### src/rtl/cm0ik_misc_delay_pkg.sv
// cm0ik_misc_delay_pkg: width helpers, modular pointer subtraction and delay legality for the delay line
package cm0ik_misc_delay_pkg;
  function automatic int dly_w(input int max_d);
    return $clog2(max_d + 1);
  endfunction
  function automatic int ptr_w(input int depth);
    return (depth > 1) ? $clog2(depth) : 1;
  endfunction
  function automatic int ptr_sub(input int wptr, input int d, input int depth);
    return (wptr >= d) ? wptr - d : wptr + depth - d;
  endfunction
  function automatic logic dly_ok(input int d, input int max_d);
    return (d >= 1) && (d <= max_d);
  endfunction
endpackage

### src/rtl/cm0ik_misc_delay_ram.sv
// cm0ik_misc_delay_ram: DEPTH x WIDTH register array, synchronous write, asynchronous read
module cm0ik_misc_delay_ram #(
  parameter int WIDTH = 1,
  parameter int DEPTH = 24,
  parameter int PTR_W = 5
) (
  input  logic             clk,
  input  logic             we_i,
  input  logic [PTR_W-1:0] waddr_i,
  input  logic [WIDTH-1:0] wdata_i,
  input  logic [PTR_W-1:0] raddr_i,
  output logic [WIDTH-1:0] rdata_o
);
  logic [WIDTH-1:0] mem_q [DEPTH];
  always_ff @(posedge clk) begin
    if (we_i) mem_q[waddr_i] <= wdata_i;
  end
  assign rdata_o = mem_q[raddr_i];
endmodule

### src/rtl/cm0ik_misc_delay_line.sv
// cm0ik_misc_delay_line: runtime-programmable WIDTH-bit delay line; CM0IK_MISC_DELAY_FILLED_EN adds the filled port
module cm0ik_misc_delay_line
  import cm0ik_misc_delay_pkg::*;
#(
  parameter int WIDTH = 1,
  parameter int MAX_DELAY = 24,
  parameter int DEFAULT_DELAY = 24,
  localparam int DLY_W = dly_w(MAX_DELAY),
  localparam int PTR_W = ptr_w(MAX_DELAY)
) (
  input  logic             fclk,
  input  logic             hresetn,
  input  logic             tick,
  input  logic [DLY_W-1:0] dly,
  input  logic [WIDTH-1:0] i,
  output logic [WIDTH-1:0] o,
  output logic             dly_err
`ifdef CM0IK_MISC_DELAY_FILLED_EN
  ,
  output logic             filled
`endif
);
  logic [PTR_W-1:0] wptr_q, wptr_d, rptr;
  logic [DLY_W-1:0] fill_q, fill_d, cur_dly_q, cur_dly_d;
  logic             err_q, err_d, legal, chg, valid;
  logic [WIDTH-1:0] rdata;
  always_comb begin
    legal     = dly_ok(int'(dly), MAX_DELAY);
    chg       = legal && (dly != cur_dly_q);
    wptr_d    = !tick ? wptr_q : (wptr_q == PTR_W'(MAX_DELAY - 1)) ? '0 : wptr_q + PTR_W'(1);
    // a delay change restarts the fill even on a tick cycle
    fill_d    = chg ? '0 : (tick && fill_q != DLY_W'(MAX_DELAY)) ? fill_q + DLY_W'(1) : fill_q;
    cur_dly_d = chg ? dly : cur_dly_q;
    err_d     = !legal;
  end
  always_ff @(posedge fclk) begin
    if (!hresetn) begin
      wptr_q    <= '0;
      fill_q    <= '0;
      cur_dly_q <= DLY_W'(DEFAULT_DELAY);
      err_q     <= 1'b0;
    end else begin
      wptr_q    <= wptr_d;
      fill_q    <= fill_d;
      cur_dly_q <= cur_dly_d;
      err_q     <= err_d;
    end
  end
  assign rptr = PTR_W'(ptr_sub(int'(wptr_q), int'(cur_dly_q), MAX_DELAY));
  cm0ik_misc_delay_ram #(.WIDTH(WIDTH), .DEPTH(MAX_DELAY), .PTR_W(PTR_W)) u_ram (
    .clk    (fclk),
    .we_i   (tick),
    .waddr_i(wptr_q),
    .wdata_i(i),
    .raddr_i(rptr),
    .rdata_o(rdata)
  );
  assign valid   = fill_q >= cur_dly_q;
  assign o       = valid ? rdata : '0;
  assign dly_err = err_q;
`ifdef CM0IK_MISC_DELAY_FILLED_EN
  assign filled  = valid;
`endif
endmodule

### config.mk
export PLATFORM = sky130hd
export DESIGN_NAME = cm0ik_misc_delay_line
export DESIGN_NICKNAME = d
export VERILOG_FILES = /design/src/rtl/cm0ik_misc_delay_pkg.sv /design/src/rtl/cm0ik_misc_delay_ram.sv /design/src/rtl/cm0ik_misc_delay_line.sv
export SDC_FILE = /design/constraint.sdc
export NUM_CORES = 1
export LEC_CHECK = 0
export CAP_MARGIN = 20
export CELL_PAD_IN_SITES_DETAIL_PLACEMENT = 0
export CELL_PAD_IN_SITES_GLOBAL_PLACEMENT = 1
export CORE_MARGIN = 3
export CORE_UTILIZATION = 25
export CTS_CLUSTER_DIAMETER = 120
export CTS_CLUSTER_SIZE = 28
export DETAILED_ROUTE_END_ITERATION = 10
export PLACE_DENSITY = 0.59
export RECOVER_POWER = 25
export SYNTH_ARGS = -nofsm -noshare
export SYNTH_HDL_FRONTEND = slang
export SYNTH_SLANG_ARGS = --single-unit
### constraint.sdc
create_clock -name fclk -period 10.1 [get_ports fclk]
set_input_delay 2.02 -clock fclk [delete_from_list [all_inputs] [get_ports fclk]]
set_output_delay 2.02 -clock fclk [all_outputs]
set_load 0.005 [all_outputs]
==> key figures, run 1 <==
Global routing
  – Grt ovf: 0
  – Largest net degree at the start of global routing: 25
  – Vias in the first global route: 1,561
  – Total GRT Usage: 0.0993
  – Initial antenna violation count: 0
  – First-pass GRT wire length: 7910 µm

Power
  – Sw Share: 0.261
  – Int Pwr: 0.000286 W
  – P_sw: 0.000101 W
  – Comb power frac: 0.189
  – Total power: 0.000387 W
  – Peak supply drop: 53.3 µV
  – PwrDens: 142 nW/µm²
  – Clock network power share: 0.349
  – Power share of the sequential group: 0.463
  – Pleak: 1.01 nW

Setup path
  – Worst EP required: 8.08 ns
  – Crit path max fanout: 12
  – Slowest cell on the critical path: dfxtp_1
  – Worst setup SP type: register
  – Crit path DAT: 3.48 ns
  – Setup CP Type: reg2out
  – Kind of end point of the critical path: output pin
  – CP cell instances: ha_1, nand4_1, a21oi_1, a2111oi_4, mux2i_1, mux2_4, o32ai_2, o21ba_1, clkdlybuf4s50_1
  – Crit path largest cell delay: 0.64 ns

Routing
  – Routed WL per cell: 13.2 µm
  – Met2 Routed Length: 2160 µm
  – DR DRC count: 0
  – Number of routed nets with antenna violations: 0
  – Wirelength, routed: 4700 µm
  – Via count: 1,516
  – M1 WL: 2340 µm
  – Via density: 4.25
  – DR iter-0 viols: 90
  – Top Layer Used: met4
  – Initial DRT Pass Iterations: 4
  – Routed length on met3: 112 µm

Clocking
  – Clock root cell: clkbuf_8
  – CTS Hold Buffers Added: 0
  – Worst-path clk slew: 0.08 ns
  – Clock Path Buffers: 2
  – CTS tree: done
  – Clock Sinks: 40
  – TritonCTS buffer count: 5
  – Clk_lat worst skew: 0.29 ns
  – Post-CTS setup buffers: 0
  – Post_cts resized: 0
  – H-Tree Level Count: 2

Timing
  – Layout Skew: 0.00332 ns
  – Final hold vios: 0
  – Min Clock Period, post-route: 5.50 ns
  – Final Cycle Share: 0.544
  – Fin. max-slew vios: 0
  – Worst-margin pin slew: 0.816 ns
  – Setup_tns: 0 ns
  – Final setup fails: 0
  – Slew Limit Headroom: 0.456
  – PnR worst setup slack: 4.60 ns
  – RSZ-0062 raised after global routing: no
  – Fmax: 182 MHz
  – WHS: 0.536 ns

Floorplanning
  – I/O pin cnt: 11
  – Die Wd: 103 µm
  – Chip Height: 103 µm
  – Die area: 10,700 µm²
  – Site row count: 34
  – Starting Density: 0.264
  – Core area: 8980 µm²

Finish
  – Layout Nets: 262
  – Share of layout cells above drive strength 1: 0.0823
  – Area growth, synth to finish: 14.5%
  – Ant diodes: 0

Logic synthesis
  – Simple-gate share of the synthesized area: 0.170
  – Sequential share of the synthesized area: 0.439
  – Syn. warnings: 0
  – Top-area cell type share of the netlist area: 0.304
  – Compound-Gate Fraction of Synth Area: 0.0759
  – Largest family of logic cells by synthesized area: simple AND/OR/NAND/NOR gates
  – Largest cells by area after synthesis: edfxtp_1, dfxtp_1, ha_1
  – Register bit total from synthesis: 40
  – Post-Synth XOR/XNOR Area: 0.0590
  – Post-synthesis adder-cell area fraction: 0.131
  – Top cell type by total area after synthesis: edfxtp_1
  – Mux contribution to synthesized area: 0.0886
  – Synthesized Nets: 252
  – Mapped Area: 2370 µm²
  – Synth Area per Inst: 10.8 µm²
  – Post-synthesis cell count: 220
  – Post-synth cell types: 35

Worst hold path
  – Class of the worst hold path: reg2reg

Flow run
  – Maximum Capacitance Violations: 0

Place
  – Hpwl dp: 3560 µm
  – Gpl congestion: 0.768
  – Post-placement worst setup slack: 4.89 ns
  – Port bufs: 10

Outcome
  – Outcome: completed
[critical path, delay by kind of cell (launching register included)]
kind / cells / cell delay (ns)
compound gates: 4 / 0.85
flops: 1 / 0.64
simple gates: 1 / 0.13
buf+inv: 1 / 0.44
mux: 2 / 0.74
fa+ha+maj: 1 / 0.40
[cell usage after synthesis (all sizes together)]
| library cell | instances |
|---|---|
| a2111oi | 1 |
| a21o | 2 |
| a21oi | 10 |
| a22o | 1 |
| a22oi | 1 |
| and2 | 11 |
| buf | 3 |
| clkbuf | 4 |
| dfxtp | 16 |
| edfxtp | 24 |
| fa | 3 |
| ha | 20 |
| inv | 16 |
| mux2 | 1 |
| mux2i | 6 |
| mux4 | 6 |
| nand2 | 19 |
| nand2b | 2 |
| nand3 | 5 |
| nand4 | 4 |
| nand4b | 1 |
| nor2 | 23 |
| nor2b | 7 |
| nor3 | 6 |
| nor3b | 2 |
| o211ai | 3 |
| o21ai | 3 |
| o21ba | 1 |
| o31ai | 1 |
| o32ai | 1 |
| or2 | 1 |
| xnor2 | 9 |
| xor2 | 7 |
[worst paths after layout]
path | depth (start not counted) | slack (ns) | start | to
min | 2 | 0.54 | fill_q[1] | fill_q[1]
min reg2reg | 2 | 0.54 | fill_q[1] | fill_q[1]
max | 9 | 4.60 | wptr_q[2] | o
max reg2reg | 3 | 8.43 | wptr_q[2] | u_ram.mem_q[23]
[logic make-up after synthesis]
family,Yosys count
and+or+nand+nor,81
muxes,13
xor gates and xnor gates,16
DFF,40
adders and majority gates,23
AOI/OAI and AO/OA,24
buffers and inverters,23
[cells in the final DEF (no fill, tap or decap), drive strengths merged, types with 3 or more instances in the layout]
master | Yosys | layout
nand4 | 4 | 4
ha | 20 | 20
o211ai | 3 | 3
fa | 3 | 3
o21ai | 3 | 3
inv | 16 | 17
clkbuf | 4 | 5
xor2 | 7 | 7
nor2b | 7 | 7
nand3 | 5 | 5
nand2 | 19 | 19
and2 | 11 | 11
nor3 | 6 | 6
a21oi | 10 | 10
nor2 | 23 | 23
clkdlybuf4s50 | 0 | 8
mux2i | 6 | 6
dfxtp | 16 | 16
mux4 | 6 | 6
edfxtp | 24 | 24
xnor2 | 9 | 9
[state kept, by name, indices dropped and copies added, names as in the netlist]
register     count
u_ram.mem_q     24
cur_dly_q        5
fill_q           5
wptr_q           5
dly_err          1
[final cells by class]
class | count | area, µm²
clock buffer | 5 | 68.8
clock inverter | 3 | 46.3
fill | 928 | 6260
inverter | 16 | 60.1
multi-input combinational | 157 | 1240
sequential | 40 | 1040
tap | 126 | 158
timing repair buffer | 10 | 100
[layer usage]
layer | up-vias | track usage
met5 | - | 0
met4 | 0 | 0.0388
met3 | 7 | 0.0235
met2 | 15 | 0.151
met1 | 710 | 0.136
li1 | 784 | -
[through the flow]
stage / std cells / utilization / cell area, µm²
3_5_place_dp: 349 / 0.290 / 2600
2_1_floorplan: 220 / - / 2370
6_report: 357 / 0.303 / 2720
5_1_grt: 357 / 0.303 / 2720
4_1_cts: 357 / 0.303 / 2720
3_3_place_gp: 349 / 0.290 / 2600
[power by group through the flow]
stage                     combinational (W)  clock, W  sequential [W]
final                             0.0000729  0.000135        0.000179
after global routing              0.0000813  0.000148        0.000180
after CTS                         0.0000743  0.000140        0.000179
after detailed placement          0.0000741         0        0.000183
after global placement            0.0000738         0        0.000183
after floorplan                   0.0000551         0        0.000182
No activity file was read; power rests on OpenSTA's default activity.
==> run 2: changes to the inputs <==
- clock period: 10.1 -> 5.37 ns (I/O delays scaled with it)
==> run 2 against run 1 <==
Sequential power grew 88%; register-to-register slack lost 4.7 ns; critical path depth is the same; sequential cell count is the same; die area is the same; setup slack lost 3.8 ns; sequential share of layout area grew 0.053 points; via count grew 1.3%; global-route usage grew 0.055 points; critical endpoint unchanged; largest cell class unchanged; largest power group unchanged.
==> key figures, run 2 (synthesized netlist as in run 1, its figures left out) <==
Routing
  – Via count: 1,536 (+1.3%)
  – Initial DRT Pass Iterations: 4 (unchanged)
  – DR DRC count: 0 (unchanged)
  – Via density: 4.30 (+1.3%)
  – DR iter-0 viols: 93 (+3.3%)
  – Number of routed nets with antenna violations: 0 (unchanged)
  – Wirelength, routed: 4720 µm (+0.40%)
  – Routed WL per cell: 13.2 µm (+0.40%)

Outcome
  – Outcome: completed

Clocking
  – Clk_lat worst skew: 0.29 ns (about the same)
  – Clock Sinks: 40 (unchanged)
  – CTS tree: done
  – Post_cts resized: 0 (unchanged)
  – Worst-path clk slew: 0.08 ns (about the same)
  – Clock Path Buffers: 2 (unchanged)
  – Post-CTS setup buffers: 0 (unchanged)
  – CTS Hold Buffers Added: 0 (unchanged)
  – Clock root cell: clkbuf_8
  – TritonCTS buffer count: 5 (unchanged)
  – H-Tree Level Count: 2 (unchanged)

Finish
  – Max reg flops: 24 (unchanged)
  – Most common cell after layout, fill and taps aside: edfxtp_1
  – Most frequent cells in the layout: edfxtp_1, nor2_1, ha_1
  – Area growth, synth to finish: 14.4%
  – Ant diodes: 0 (unchanged)
  – Design Area, Final: 2720 µm² (-0.14%)
  – Reg with most FFs: u_ram.mem_q
  – Layout Nets: 262 (unchanged)
  – Share of layout cells above drive strength 1: 0.0779 (-0.00433)
  – Utilization after layout: 0.302 (-0.000418)
  – Finished Layout Cells: 357 (unchanged)

Floorplanning
  – Die area: 10,700 µm² (unchanged)
  – I/O pin cnt: 11 (unchanged)
  – Chip Height: 103 µm (unchanged)
  – Starting Density: 0.264 (unchanged)
  – Site row count: 34 (unchanged)
  – Die Wd: 103 µm (unchanged)
  – Core area: 8980 µm² (unchanged)

Place
  – Placed cell area: 2600 µm² (unchanged)
  – Port bufs: 10 (unchanged)
  – Post-placement worst setup slack: 1.11 ns (-3.78 ns)
  – Hpwl dp: 3630 µm (+2.0%)
  – Gpl congestion: 0.768 (about the same)
  – Placed cells: 349 (unchanged)

Global routing
  – First-pass GRT wire length: 7920 µm (+0.18%)
  – Total GRT Usage: 0.0998 (+0.000545)
  – Largest net degree at the start of global routing: 25 (unchanged)
  – Grt ovf: 0 (unchanged)
  – Vias in the first global route: 1,544 (-1.1%)
  – Initial antenna violation count: 0 (unchanged)

Power
  – Pleak: 1.01 nW (about the same)
  – Peak supply drop: 105 µV (+96%)
  – PwrDens: 265 nW/µm² (+87%)

Timing
  – Slew Limit Headroom: 0.453 (-0.00311)
  – Setup_tns: 0 ns (unchanged)
  – RSZ-0062 raised after global routing: no
  – Final setup fails: 0 (unchanged)
  – Min Clock Period, post-route: 4.57 ns
  – Worst-margin pin slew: 0.821 ns (+0.00467 ns)
  – Final hold vios: 0 (unchanged)
  – Fmax: 219 MHz
  – Final Cycle Share: 0.850
  – Layout Skew: 0.00470 ns (+0.00138 ns)
  – PnR worst setup slack: 0.804 ns (-3.80 ns)
  – Fin. max-slew vios: 0 (unchanged)

Setup path
  – Kind of end point of the critical path: output pin
  – Worst setup SP type: register
  – CP cell instances: ha_1, nand4_1, a21oi_1, a2111oi_4, mux2i_1, mux2_4, o32ai_2, o21ba_1, clkdlybuf4s50_1
  – Reg-to-reg endpoint: u_ram.mem_q[23]
  – Setup CP Type: reg2out
  – Cell family with most CP delay: compound AO/OA/AOI/OAI gates
  – WP buf/inv: 1 (unchanged)
  – Crit path largest cell delay: 0.64 ns (about the same)
  – RR Startpoint: wptr_q[2]
  – Slowest cell on the critical path: dfxtp_1
  – Crit path max fanout: 12 (unchanged)
  – Reg2Reg Depth: 3 (unchanged)
  – Reg-to-reg slack, setup: 3.72 ns (-4.71 ns)
  – Worst EP required: 4.30 ns (-3.78 ns)
  – Crit path DAT: 3.49 ns (about the same)

Worst hold path
  – Class of the worst hold path: reg2reg
  – Min-Delay Startpoint: fill_q[1]
  – Hold Path End: fill_q[1]
  – Hold depth: 2 (unchanged)

Flow run
  – Maximum Capacitance Violations: 0 (unchanged)
run 2: worst max path at each step:
stage | from | end | depth (start not counted)
2_1_floorplan | wptr_q[0] | o | 9
3_3_place_gp | wptr_q[0] | o | 9
3_5_place_dp | wptr_q[0] | o | 9
4_1_cts | wptr_q[0] | o | 9
5_1_grt | wptr_q[2] | o | 11
6_report | wptr_q[2] | o | 9
run 2: through the flow:
step                      total power [W]  hold WS [ns]
after floorplan                  0.000446         0.482
after global placement           0.000482         0.527
after detailed placement         0.000483         0.522
after CTS                        0.000730         0.536
after global routing             0.000757         0.586
final                            0.000721         0.539
run 2: routing by layer:
layer  track usage  vias to the layer above  share of wire
li1              -                      780              -
met1         0.134                      732           0.49
met2         0.153                       17           0.46
met3        0.0262                        7          0.031
met4        0.0398                        0          0.018
met5             0                        -              0
run 2: final cells by class:
class                      count  area [µm²]
tap                          126         158
fill                         915        6260
timing repair buffer          10         100
inverter                      16        60.1
clock inverter                 3        42.5
clock buffer                   5        68.8
sequential                    40        1040
multi-input combinational    157        1240
run 2: worst register-to-register path: cells and delay by family, from the launching register on:
kind / cells / cell delay [ns]
simple gates: 3 / 0.72
flops: 1 / 0.64
run 2: where the power goes:
part           internal, W  total [W]  leakage [nW]  switching, W
Combinational    0.0000670   0.000136         0.602     0.0000695
Clock             0.000138   0.000247        0.0558      0.000110
Sequential        0.000331   0.000337         0.347    0.00000611
==> run 3: changes to the inputs <==
- SETUP_SLACK_MARGIN: not set -> 0.05
==> results of run 3 <==
The final DEF is identical to that of run 2; final timing and power are the same.
==> RTL edit: new RTL, flow settings as in run 1 <==
Register the output `o`, without a reset; this adds one clock of latency there. The other outputs are not delayed to match.
--- a/src/rtl/cm0ik_misc_delay_line.sv
+++ b/src/rtl/cm0ik_misc_delay_line.sv
@@ -57,5 +57,7 @@
   );
   assign valid   = fill_q >= cur_dly_q;
-  assign o       = valid ? rdata : '0;
+  always_ff @(posedge fclk) begin
+    o <= valid ? rdata : '0;
+  end
   assign dly_err = err_q;
 `ifdef CM0IK_MISC_DELAY_FILLED_EN
Behaviour: not the same (Yosys sat finds a counterexample within 4 cycles, from zero or initial values and one cycle with hresetn low).
==> RTL edit against run 1 <==
  * Hold slack better by 0.019 ns
  * Via count grew 1.1%
  * Design area about the same
  * Power shrank 1.1%
  * Clock skew rose by 0.0068 ns
  * Register-to-register slack worse by 1.9 ns
  * Sequential cell count up 1
  * Fmax rose by 51%
  * Setup slack better by 1.8 ns
  * Die area increased by 0.70%
  * Routed wire length is 0.28% higher
  * Synthesized area is 0.74% higher
==> RTL edit: results <==
[status]
run_status = finished clean

[setup_path]
r2r_path_end = o
crit_path_start = dly[0]
timing.critical_path.fanout_max = 9
reg2reg_slack_ns = 6.56
slowest_cell_on_the_critical_path = a21oi_1
cp.arrival_ns = 3.83
setup.worst_path.end = fill_q[3]
depth_of_the_most_critical_reg_to_reg_path = 8
cpPeakStageDelay_ns = 0.59

[placed_design]
place.gp.congestion = 0.787
place_area_sq_um = 2630
post-dp-hpwl_um = 3520

[routing]
dr_total_vias = 1532
drt-initial-drc-count = 72
drt_first_pass_iters = 4
detail_route.wirelength_um = 4710

[grt]
grt_start_max_net_pins = 25
grt_first_pass_wirelength_um = 8140
vias_in_the_first_global_route = 1599

[logic_synthesis]
synth-adder-area-share_pct = 13.0
yosys.area_share.xor_xnor_pct = 5.49
sequential_to_total_area_share_from_yosys_stat_pct = 44.4
yosys.cell_types.count = 34
synth.top_cells.by_area = edfxtp_1, dfxtp_1, ha_1
synth_compound_area_share_pct = 7.12
synth.area.mux_share_pct = 10.0
netlist_top_cells_count = edfxtp_1, nor2_1, ha_1
net_count_after_synthesis = 249

[pwr]
leakage_power_of_the_design_nw = 1.02
power.ir.vdd_worst_v = 0.0000511

[timing]
finalClockSkew_ns = 0.0101
max_slew_margin_pct = 4.27
hold_slack_ns = 0.556

[cells_and_area]
post_route_cells_drive_above_1_share_pct = 6.96

[cts]
ctsHtreeMaxLevel = 2
RTL edit: kinds of logic (layout without fill, tap and decap cells):
family / Yosys count / after routing
compound gates: 22 / 22
xor+xnor: 15 / 15
fa+ha+maj: 23 / 23
buf+inv: 21 / 34
flops: 41 / 41
mux: 16 / 16
simple gates: 79 / 79
RTL edit: worst min path at each step:
stage	startpoint	end	cells after the start
global route	cur_dly_q[1]	cur_dly_q[1]	2
detailed placement	cur_dly_q[1]	cur_dly_q[1]	2
global placement	cur_dly_q[1]	cur_dly_q[1]	2
finish	cur_dly_q[1]	cur_dly_q[1]	2
floorplan	fill_q[4]	fill_q[4]	2
CTS	cur_dly_q[1]	cur_dly_q[1]	2
RTL edit: per-layer routing:
metal  up-vias  part of all wire (%)  global-route usage (%)
met2        25                    48                    16.1
met3         6                   1.8                    1.56
met4         0                   2.0                    3.99
met5         -                     0                       0
li1        780                     -                       -
met1       721                    48                    12.0
RTL edit: final cells by class:
| type | instances | area (sq um) |
|---|---|---|
| Clock inverter | 2 | 33.8 |
| Timing Repair Buffer | 10 | 100 |
| Sequential cell | 41 | 1060 |
| Inverter | 16 | 60.1 |
| Tap cell | 129 | 161 |
| Fill cell | 976 | 6560 |
| Multi-Input combinational cell | 155 | 1230 |
| Clock buffer | 6 | 72.6 |
RTL edit: stage by stage:
stage | setup slack (ns) | cells | total power, mW
6_report | 6.45 | 359 | 0.383
5_1_grt | 6.22 | 359 | 0.403
4_1_cts | 6.43 | 359 | 0.389
3_5_place_dp | 6.13 | 351 | 0.261
3_3_place_gp | 6.18 | 351 | 0.260
2_1_floorplan | 6.85 | 217 | 0.241
RTL edit: power breakdown:
part           internal (mW)  leakage, nW  switching (mW)
sequential             0.180        0.355         0.00352
combinational         0.0352        0.614          0.0365
clock                 0.0730       0.0528          0.0545
RTL edit: critical path, delay by kind of cell:
family | cells | cell delay (ns)
compound gates | 2 | 0.75
buf+inv | 1 | 0.45
simple gates | 4 | 0.60
